<file path="config.mk">
export PLATFORM = sky130hd
export DESIGN_NAME = hazard_ctrl
export DESIGN_NICKNAME = d
export VERILOG_FILES = /design/src/rtl/hazard_ctrl.sv
export SDC_FILE = /design/constraint.sdc
export NUM_CORES = 1
export LEC_CHECK = 0
export BUFFER_PORTS_ARGS = -buffer_cell sky130_fd_sc_hd__clkbuf_2
export CORE_ASPECT_RATIO = 1.2
export CORE_MARGIN = 5
export CORE_UTILIZATION = 45
export CTS_BUF_LIST = sky130_fd_sc_hd__clkbuf_2 sky130_fd_sc_hd__clkbuf_4 sky130_fd_sc_hd__clkbuf_8
export DETAILED_ROUTE_END_ITERATION = 6
export HOLD_SLACK_MARGIN = 0.06
export PLACE_DENSITY_LB_ADDON = 0.2
export SYNTH_ARGS = -nofsm -noshare
export SYNTH_HDL_FRONTEND = slang
export SYNTH_SLANG_ARGS = --single-unit
</file>
<file path="constraint.sdc">
create_clock -name clk -period 2.1 [get_ports clk]
set_input_delay 0.21 -clock clk [delete_from_list [all_inputs] [get_ports clk]]
set_output_delay 0.21 -clock clk [all_outputs]
set_load 0.01 [all_outputs]
</file>
<file path="src/rtl/hazard_ctrl.sv">
// ---------------------------------------------------------------------------
// hazard_ctrl
//   Hazard and stall sequencer for the 5-stage RISC-V pipeline. It sits
//   beside decode and generates hold/bubble controls for the PC, IF/ID and
//   ID/EX registers. It handles three cases:
//     - load-use hazards: a 1-cycle stall plus an ID/EX bubble
//     - taken-branch squash: flushes IF/ID and ID/EX
//     - multi-cycle EX ops (mul/div): a start/done handshake with a timeout
//
// Parameters
//   MC_TIMEOUT : maximum number of MC_WAIT cycles before the op is aborted
//                (legal range 2..65535)
//   CNT_W      : width of the wait counter and of the statistics counters
//
// Optional feature
//   Define HAZARD_STATS_EN to build the stall_cycles and flush_events
//   counters. When it is undefined, both ports are tied to 0 and no counter
//   flops exist.
//
// Ports
//   clk, reset        : rising-edge clock; asynchronous active-low reset
//   id_*              : decode-stage instruction (valid, sources, usage)
//   ex_*              : execute-stage instruction (valid, rd, load, taken
//                       branch, multi-cycle start)
//   mc_done           : 1-cycle result-valid pulse from the multi-cycle unit
//   pc_stall, if_id_stall, id_ex_stall : hold the corresponding register
//   if_id_flush, id_ex_flush           : load a NOP/bubble
//   mc_busy           : high while waiting on the multi-cycle unit
//   mc_timeout        : sticky abort flag, cleared only by reset
//   stall_cycles, flush_events         : saturating statistics
// ---------------------------------------------------------------------------
module hazard_ctrl #(
  parameter int unsigned MC_TIMEOUT = 64,
  parameter int unsigned CNT_W      = 16
) (
  input  logic             clk,
  input  logic             reset,
  input  logic             id_valid,
  input  logic [4:0]       id_rs1,
  input  logic [4:0]       id_rs2,
  input  logic             id_uses_rs1,
  input  logic             id_uses_rs2,
  input  logic             ex_valid,
  input  logic [4:0]       ex_rd,
  input  logic             ex_mem_read,
  input  logic             ex_branch_taken,
  input  logic             ex_mc_start,
  input  logic             mc_done,
  output logic             pc_stall,
  output logic             if_id_stall,
  output logic             if_id_flush,
  output logic             id_ex_stall,
  output logic             id_ex_flush,
  output logic             mc_busy,
  output logic             mc_timeout,
  output logic [CNT_W-1:0] stall_cycles,
  output logic [CNT_W-1:0] flush_events
);

  typedef enum logic [0:0] {RUN = 1'b0, MC_WAIT = 1'b1} state_t;

  // Last counter value that is still waiting; reaching it without done aborts.
  localparam logic [CNT_W-1:0] TO_LAST = CNT_W'(MC_TIMEOUT - 1);

  state_t           state, state_n;
  logic [CNT_W-1:0] cnt;
  logic             cnt_clr;
  logic             to_set;
  logic             load_use;
  logic             to_hit;

  // Raw controls, before the reset gate.
  logic pc_stall_c, if_id_stall_c, if_id_flush_c;
  logic id_ex_stall_c, id_ex_flush_c, mc_busy_c;

  // The ID instruction reads a register that the load in EX has not
  // produced yet. x0 is hardwired to zero, so it never hazards.
  assign load_use = ex_valid & ex_mem_read & (ex_rd != 5'd0) & id_valid &
                    ((id_uses_rs1 & (id_rs1 == ex_rd)) |
                     (id_uses_rs2 & (id_rs2 == ex_rd)));

  // A done pulse on the last allowed cycle still counts as success.
  assign to_hit = (cnt == TO_LAST) & ~mc_done;

  // -------------------------------------------------------------------------
  // State, wait counter and sticky timeout flag
  // -------------------------------------------------------------------------
  always_ff @(posedge clk or negedge reset) begin
    if (!reset) begin
      state      <= RUN;
      cnt        <= '0;
      mc_timeout <= 1'b0;
    end else begin
      state <= state_n;
      if (cnt_clr)
        cnt <= '0;
      else if (state == MC_WAIT && cnt != '1)
        cnt <= cnt + CNT_W'(1);
      if (to_set)
        mc_timeout <= 1'b1;
    end
  end

  // -------------------------------------------------------------------------
  // Next state and combinational controls
  // -------------------------------------------------------------------------
  always_comb begin
    state_n       = state;
    cnt_clr       = 1'b0;
    to_set        = 1'b0;
    pc_stall_c    = 1'b0;
    if_id_stall_c = 1'b0;
    if_id_flush_c = 1'b0;
    id_ex_stall_c = 1'b0;
    id_ex_flush_c = 1'b0;
    mc_busy_c     = 1'b0;
    case (state)
      RUN: begin
        if (ex_valid & ex_branch_taken) begin
          // The ID instruction is squashed, so its hazards and any
          // multi-cycle start in EX are moot.
          if_id_flush_c = 1'b1;
          id_ex_flush_c = 1'b1;
        end else if (ex_valid & ex_mc_start) begin
          pc_stall_c    = 1'b1;
          if_id_stall_c = 1'b1;
          id_ex_stall_c = 1'b1;
          cnt_clr       = 1'b1;
          state_n       = MC_WAIT;
        end else if (load_use) begin
          pc_stall_c    = 1'b1;
          if_id_stall_c = 1'b1;
          id_ex_flush_c = 1'b1;
        end
      end
      MC_WAIT: begin
        // EX is frozen here, so the branch and load-use inputs are ignored.
        mc_busy_c = 1'b1;
        if (mc_done) begin
          // The stall is released and the result advances on this edge.
          state_n = RUN;
        end else if (to_hit) begin
          // Abort: the stuck op leaves EX as a bubble.
          id_ex_flush_c = 1'b1;
          to_set        = 1'b1;
          state_n       = RUN;
        end else begin
          pc_stall_c    = 1'b1;
          if_id_stall_c = 1'b1;
          id_ex_stall_c = 1'b1;
        end
      end
      default: state_n = RUN;
    endcase
  end

  // Gate the controls with reset so the pipeline sees no stall or flush
  // while the core is held in reset, whatever the ID/EX inputs show.
  assign pc_stall    = pc_stall_c    & reset;
  assign if_id_stall = if_id_stall_c & reset;
  assign if_id_flush = if_id_flush_c & reset;
  assign id_ex_stall = id_ex_stall_c & reset;
  assign id_ex_flush = id_ex_flush_c & reset;
  assign mc_busy     = mc_busy_c     & reset;

  // -------------------------------------------------------------------------
  // Optional statistics
  // -------------------------------------------------------------------------
`ifdef HAZARD_STATS_EN
  logic [CNT_W-1:0] stall_cnt;
  logic [CNT_W-1:0] flush_cnt;

  always_ff @(posedge clk or negedge reset) begin
    if (!reset) begin
      stall_cnt <= '0;
      flush_cnt <= '0;
    end else begin
      if (pc_stall && stall_cnt != '1)
        stall_cnt <= stall_cnt + CNT_W'(1);
      if ((if_id_flush | id_ex_flush) && flush_cnt != '1)
        flush_cnt <= flush_cnt + CNT_W'(1);
    end
  end

  assign stall_cycles = stall_cnt;
  assign flush_events = flush_cnt;
`else
  assign stall_cycles = '0;
  assign flush_events = '0;
`endif

endmodule
</file>
==> metrics.md, run 1 <==
| Metric | Value |
|---|---|
| First-pass DRT Iterations | 4 |
| Top_reg_cell synth | dfrtp_1 |
| Setup crit end kind | output pin |
| Placed Instances | ~240 |
| Fmax | between 0.5 and 0.6 GHz |
| Worst Setup Slack, final | ~0.11 ns |
| Sequential fraction of the synthesis area | 0.2878 |
| EDFF count, synth | 0 |
| Placer Congestion | ~0.9 |
| R2R setup slack | 0.35 ns |
| Max FO, Critical Path | 7 |
| Layout area overhead | 11.27% |
| PwrDens | about 580 nW/µm² |
| CTS Buf Count | 3 |
| Largest net degree at the start of global routing | 19 |
| First-pass GRT wire length | about 6000 µm |
| Total Routing Usage GR | 0.1526 |
| Clk pin slew, worst setup/hold paths | ~0.07 ns |
| Hold path cells | 4 |
| Hold path endpoint | state$_DFF_PN0_ |
| DR WL/cell | approximately 16 µm |
| Most frequent cells in the layout | conb_1, clkbuf_2, dfrtp_1, nand2_1, xor2_1 |
| Initial Util | 0.4689 |
| HP Class | input port to flip-flop |
| Antenna diode count | 0 |
| Root buf cell | clkbuf_8 |
| Clock tree buffer depth | 2 |
| Hold_sp | mc_done |
| Dpl hpwl | around 2900 µm |
| R2r endpoint | cnt[0]$_DFFE_PN0P_ |
| Final min period | between 1.5 and 2 ns |
| Yosys cell types | 56 |
| Final Non-Filler Cells | ~240 |
| Synthesis Warnings | 0 |
| Skew-Pair Late Insertion Delay | around 0.25 ns |
| Max Slew Vio Count | 0 |
| Period Utilization, post-route | 0.9489 |
| Die Y-Extent | about 75 µm |
| Synth top area cells | dfrtp_1, buf_4, xor2_1 |
| MaxCap Viol Count | 0 |
| Core Rows | 23 |
| Critical path required time | roughly 1.9 ns |
| Startpoint Class | flip-flop |
| Synth Instances | ~170 |
| Critical Path Max Stage Delay | 0.49 ns |
| Post-Synthesis Cell Area | about 1600 µm² |
| Syn avg cell area | a little over 9 µm² |
| # IOs | 64 |
| Crit-path cells | nor4bb_4 > and4_4 > a22oi_1 > a211oi_1 > buf_2 |
| Leading area contributor after synthesis | dfrtp_1 |
| Worst rel slew slack | 0.4643 |
| Final nets | between 200 and 250 |
| Via density | approximately 5.4 |
| Slew @ Worst Pin | 0.8010 ns |
| Core area | around 3300 µm² |
| Setup tns final | 0 ns |
| Antenna violations before repair | 0 |
| GRT overflow | 0 |
| Clock Skews | 0.003529 ns |
| Clock H-tree levels | 1 |
| Leakage | roughly 0.83 nW |
| Final setup vio count | 0 |
| Final Total Pwr | a little over 1 mW |
| CTS tree | done |
| Worst Path Buf+Inv | 1 |
| Status | finished clean |
| Reg2reg start | cnt[12]$_DFFE_PN0P_ |
| Via count | between 1k and 1.5k |
| DRC | 0 |
| Routed Antenna Nets | 0 |
| Leading cell type in the layout, fill and taps excluded | conb_1 |
| Final Hold Vio Count | 0 |
| Crit path DAT | 1.78 ns |
| Cell depth of the worst setup path | 5 |
| DIE WIDTH | 63.84 µm |
| Crit path kind | flip-flop to output pin |
| Ys async rst share | 1.000 |
| Flops & latches, synth | 18 |
| Worst vdd ir | ~0.00053 V |
| Clk sinks | 18 |
| Final wirelength | around 3900 µm |
| Share of layout cells above drive strength 1 | 0.3171 |
| Vias in the first global route | roughly 1.3k |
| Initial DRC count | 58 |
| Place WS | ~0.28 ns |
| Die area | roughly 4800 µm² |
| Final Util | 0.5217 |
| Delay-heaviest family, CP | simple AND/OR/NAND/NOR gates |
| Area share of the largest cell type after synthesis | 0.2878 |
| Input/output buffers | 31 |
| Slowest cell on crit path | dfrtp_1 |
| Worst r2r path cells | 4 |
## layout make-up
type	count	area [µm²]
flip-flops and latches	18	452.9
well taps	37	46.29
clock buffers	4	55.05
fillers	313	1597
inverters	4	15.01
multi-input cells	144	984.7
repair buffers	35	187.7
## worst register-to-register path: cells and delay by family, from the launching register on
family	cells	cell delay, ns
DFF	1	0.51
muxes	1	0.20
and+or+nand+nor	3	0.96
## report_power, final
part | leakage, nW | switching, mW | internal (mW) | total, mW
Sequential | 0.242 | 0.0687 | 0.387 | 0.456
Combinational | 0.563 | 0.139 | 0.133 | 0.273
Clock | 0.0288 | 0.123 | 0.167 | 0.290
## layer usage
| metal | global-route usage | share of wire | vias to the layer above |
|---|---|---|---|
| met4 | 0.03695 | 0.0088 | 0 |
| met2 | 0.2972 | 0.54 | 47 |
| met1 | 0.1690 | 0.37 | 627 |
| met5 | 0 | 0 | - |
| met3 | 0.02870 | 0.075 | 4 |
| li1 | - | - | 634 |
## registers in the layout, summed over array words and instances, names as in the netlist
| register | flops |
|---|---|
| cnt | 16 |
| mc_timeout | 1 |
| state | 1 |
## worst max-delay path by stage
stage | from | endpoint | slack, ns
4_1_cts | state$_DFF_PN0_ | pc_stall | 0.005
5_1_grt | cnt[0]$_DFFE_PN0P_ | id_ex_flush | -0.02
2_1_floorplan | cnt[0]$_DFFE_PN0P_ | pc_stall | 0.36
3_3_place_gp | state$_DFF_PN0_ | if_id_stall | 0.35
6_report | cnt[12]$_DFFE_PN0P_ | id_ex_flush | 0.11
3_5_place_dp | state$_DFF_PN0_ | pc_stall | 0.28
## cells by family after synthesis
| kind of cell | Yosys count | share of synthesized area |
|---|---|---|
| fa+ha+maj | 1 | 0.007992 |
| xor+xnor | 10 | 0.05596 |
| simple gates | 65 | 0.2830 |
| flops | 18 | 0.2878 |
| compound gates | 32 | 0.1495 |
| other cells | 1 | 0.002396 |
| mux | 4 | 0.02558 |
| buf+inv | 41 | 0.1878 |
## through the flow
| stage | hold WS (ns) | instance area [µm²] |
|---|---|---|
| 2_1_floorplan | -0.08559 | 1682 |
| 3_3_place_gp | 0.2640 | 1619 |
| 3_5_place_dp | 0.2514 | 1619 |
| 4_1_cts | 0.2838 | 1684 |
| 5_1_grt | 0.2998 | 1742 |
| 6_report | 0.2779 | 1742 |
## what timing repair did
| action | in CTS | in global routing |
|---|---|---|
| setup endpoints to repair | 0 | 4 |
| setup buffers | 0 | 1 |
| hold buffers | 1 | 0 |
| endpoints found under the hold margin | 18 | 0 |
| resized for setup | 0 | 12 |
## cell usage after synthesis, types with 2 or more instances
cell type and number:
dfrtp_1 18, nand2_1 14, mux2i_1 4, o21ai_0 2, nand4_1 2, a31oi_1 3
xor2_1 8, nor4bb_1 2, nand4_2 3, a211oi_1 2, buf_6 2, inv_1 4
a21oi_1 7, nor4_1 4, and3_4 2, buf_4 33, nor2_1 3, nand3_1 3
xnor2_1 2, o311ai_0 2, and3_1 3, and2_1 3, nor3_1 3, o31ai_1 4
or4_1 5, or2_2 3, o41ai_1 2
No activity file was read; power rests on OpenSTA's default activity.
==> run 2: changes to the inputs <==
Settings changed: CAP_MARGIN set to 30, CELL_PAD_IN_SITES_DETAIL_PLACEMENT set to 0, CELL_PAD_IN_SITES_GLOBAL_PLACEMENT set to 1, CORE_UTILIZATION 45 to 36.
==> metrics.md, run 2 (synthesized netlist as in run 1, its figures left out) <==
| Metric | Value |
|---|---|
| Core area | 4229 µm² |
| Period Utilization, post-route | 0.9554 |
| Placer Congestion | ~0.79 |
| Share of layout cells above drive strength 1 | 0.2927 |
| DIE WIDTH | roughly 70 µm |
| # IOs | 64 |
| PwrDens | around 560 nW/µm² |
| Layout area overhead | 11.03% |
| Final Hold Vio Count | 0 |
| Crit path DAT | approximately 1.8 ns |
| DRC | 0 |
| Met3 Usage GRT | 0.03874 |
| Max Slew Vio Count | 0 |
| Root buf cell | clkbuf_8 |
| Via density | around 5 |
| Delay-heaviest family, CP | simple AND/OR/NAND/NOR gates |
| Critical path required time | around 1.9 ns |
| Final Util | 0.4109 |
| Largest registers | cnt x16, mc_timeout x1, state x1 |
| Final Total Pwr | roughly 1 mW |
| Hold path endpoint | mc_timeout$_DFFE_PN0P_ |
| Crit path kind | flip-flop to output pin |
| Status | finished clean |
| First-pass DRT Iterations | 4 |
| Most frequent cells in the layout | conb_1, clkbuf_2, dfrtp_1, nand2_1, xor2_1 |
| Clk sinks | 18 |
| Hold path cells | 3 |
| Fill count | 427 |
| Initial DRC count | 65 |
| Clk pin slew, worst setup/hold paths | 0.07 ns |
| Reg2reg start | cnt[3]$_DFFE_PN0P_ |
| Final nets | approximately 230 |
| HP Class | input port to flip-flop |
| Dpl hpwl | a little under 3000 µm |
| Worst r2r path cells | 4 |
| Via count | ~1.3k |
| CTS tree | done |
| Clock tree buffer depth | 2 |
| Critical Path Max Stage Delay | between 0.4 and 0.5 ns |
| Met2 Track Usage GR | 0.2250 |
| Leading cell type in the layout, fill and taps excluded | conb_1 |
| Slowest cell on crit path | dfrtp_1 |
| Max FO, Critical Path | 6 |
| R2R setup slack | between 0.3 and 0.4 ns |
| GRT overflow | 0 |
| First-pass GRT wire length | a little under 6000 µm |
| Final wirelength | 3622 µm |
| Antenna diode count | 0 |
| Initial Util | 0.3701 |
| Die area | about 5800 µm² |
| Crit-path cells | and3_2 > and4_2 > o21ai_2 > o2bb2ai_1 > clkbuf_2 |
| Most Crowded Layer GR | met2 |
| Total Routing Usage GR | 0.1265 |
| MaxCap Viol Count | 0 |
| R2r endpoint | cnt[0]$_DFFE_PN0P_ |
| Final min period | around 2 ns |
| Setup crit end kind | output pin |
| Hold_sp | mc_done |
| Max reg flops | 16 |
| Final setup vio count | 0 |
| Skew-Pair Late Insertion Delay | between 0.2 and 0.3 ns |
| Fmax | around 0.50 GHz |
| Routed Antenna Nets | 0 |
| Top reg by flops | cnt |
| Startpoint Class | flip-flop |
| Core Rows | 26 |
| Largest net degree at the start of global routing | 23 |
| Die Y-Extent | between 80 and 90 µm |
| Antenna violations before repair | 0 |
| Worst vdd ir | 0.0004406 V |
| Leakage | between 0.8 and 0.9 nW |
| DR WL/cell | approximately 14 µm |
| Worst Path Buf+Inv | 1 |
| Vias in the first global route | 1222 |
| CTS Buf Count | 3 |
| GR Util met1 | 0.1458 |
| Clock Skews | between 0.002 and 0.003 ns |
| Input/output buffers | 31 |
| Clock H-tree levels | 1 |
run 2: cell count changes in the layout (fill, tap and decap cells not counted):
| cell | previous run | this run |
|---|---|---|
| and4_2 | 0 | 1 |
| and4_4 | 1 | 0 |
| buf_4 | 3 | 2 |
| buf_6 | 0 | 1 |
| dfrtp_1 | 16 | 18 |
| dfrtp_2 | 2 | 0 |
| nor4_1 | 2 | 4 |
| nor4_2 | 2 | 0 |
| nor4bb_1 | 1 | 2 |
| nor4bb_4 | 1 | 0 |
run 2: worst register-to-register path, delay by kind of cell, from the launching register on:
kind | cells | cell delay (ns)
mux | 1 | 0.20
simple gates | 3 | 1.00
flops | 1 | 0.45
run 2: how the worst max path moves through the flow:
stage,startpoint,end,cells after the start
3_5_place_dp,cnt[0]$_DFFE_PN0P_,if_id_stall,6
5_1_grt,cnt[11]$_DFFE_PN0P_,id_ex_flush,5
4_1_cts,cnt[0]$_DFFE_PN0P_,if_id_stall,6
3_3_place_gp,cnt[0]$_DFFE_PN0P_,if_id_stall,6
6_report,cnt[3]$_DFFE_PN0P_,if_id_stall,5
2_1_floorplan,cnt[0]$_DFFE_PN0P_,pc_stall,6
run 2: per-stage QoR:
step / instances / setup TNS, ns / area, µm² / setup WS [ns] / hold WS [ns]
after global routing: 261 / -0.003176 / 1738 / -0.003176 / 0.3025
after floorplan: 203 / 0 / 1682 / 0.3585 / -0.08559
after CTS: 261 / 0 / 1715 / 0.01885 / 0.2709
after global placement: 256 / 0 / 1650 / 0.3448 / 0.2134
after detailed placement: 256 / 0 / 1650 / 0.3031 / 0.2126
final: 261 / 0 / 1738 / 0.09364 / 0.2839
run 2: timing repair:
item,in CTS,in global routing
endpoints found under the setup margin,0,4
hold endpoints to repair,18,0
buffers inserted,0,0
hold buffers,1,0
gates resized for setup,0,6
run 2: metal layers:
metal | routed length (µm) | vias to the layer above
met5 | 0 | -
met2 | 1943 | 42
li1 | - | 637
met3 | 240 | 4
met4 | 26 | 0
met1 | 1411 | 634
run 2: layout make-up:
type	instances	area, µm²	share of cell area
multi-input combinational	144	955.9	0.5500
sequential	18	450.4	0.2592
timing repair buffer	35	191.4	0.1102
tap	56	70.07	0.04032
clock buffer	4	55.05	0.03168
inverter	4	15.01	0.008639
run 2: power breakdown:
part           internal (mW)  switching (mW)
combinational          0.108           0.133
clock                  0.167           0.117
sequential             0.387          0.0622
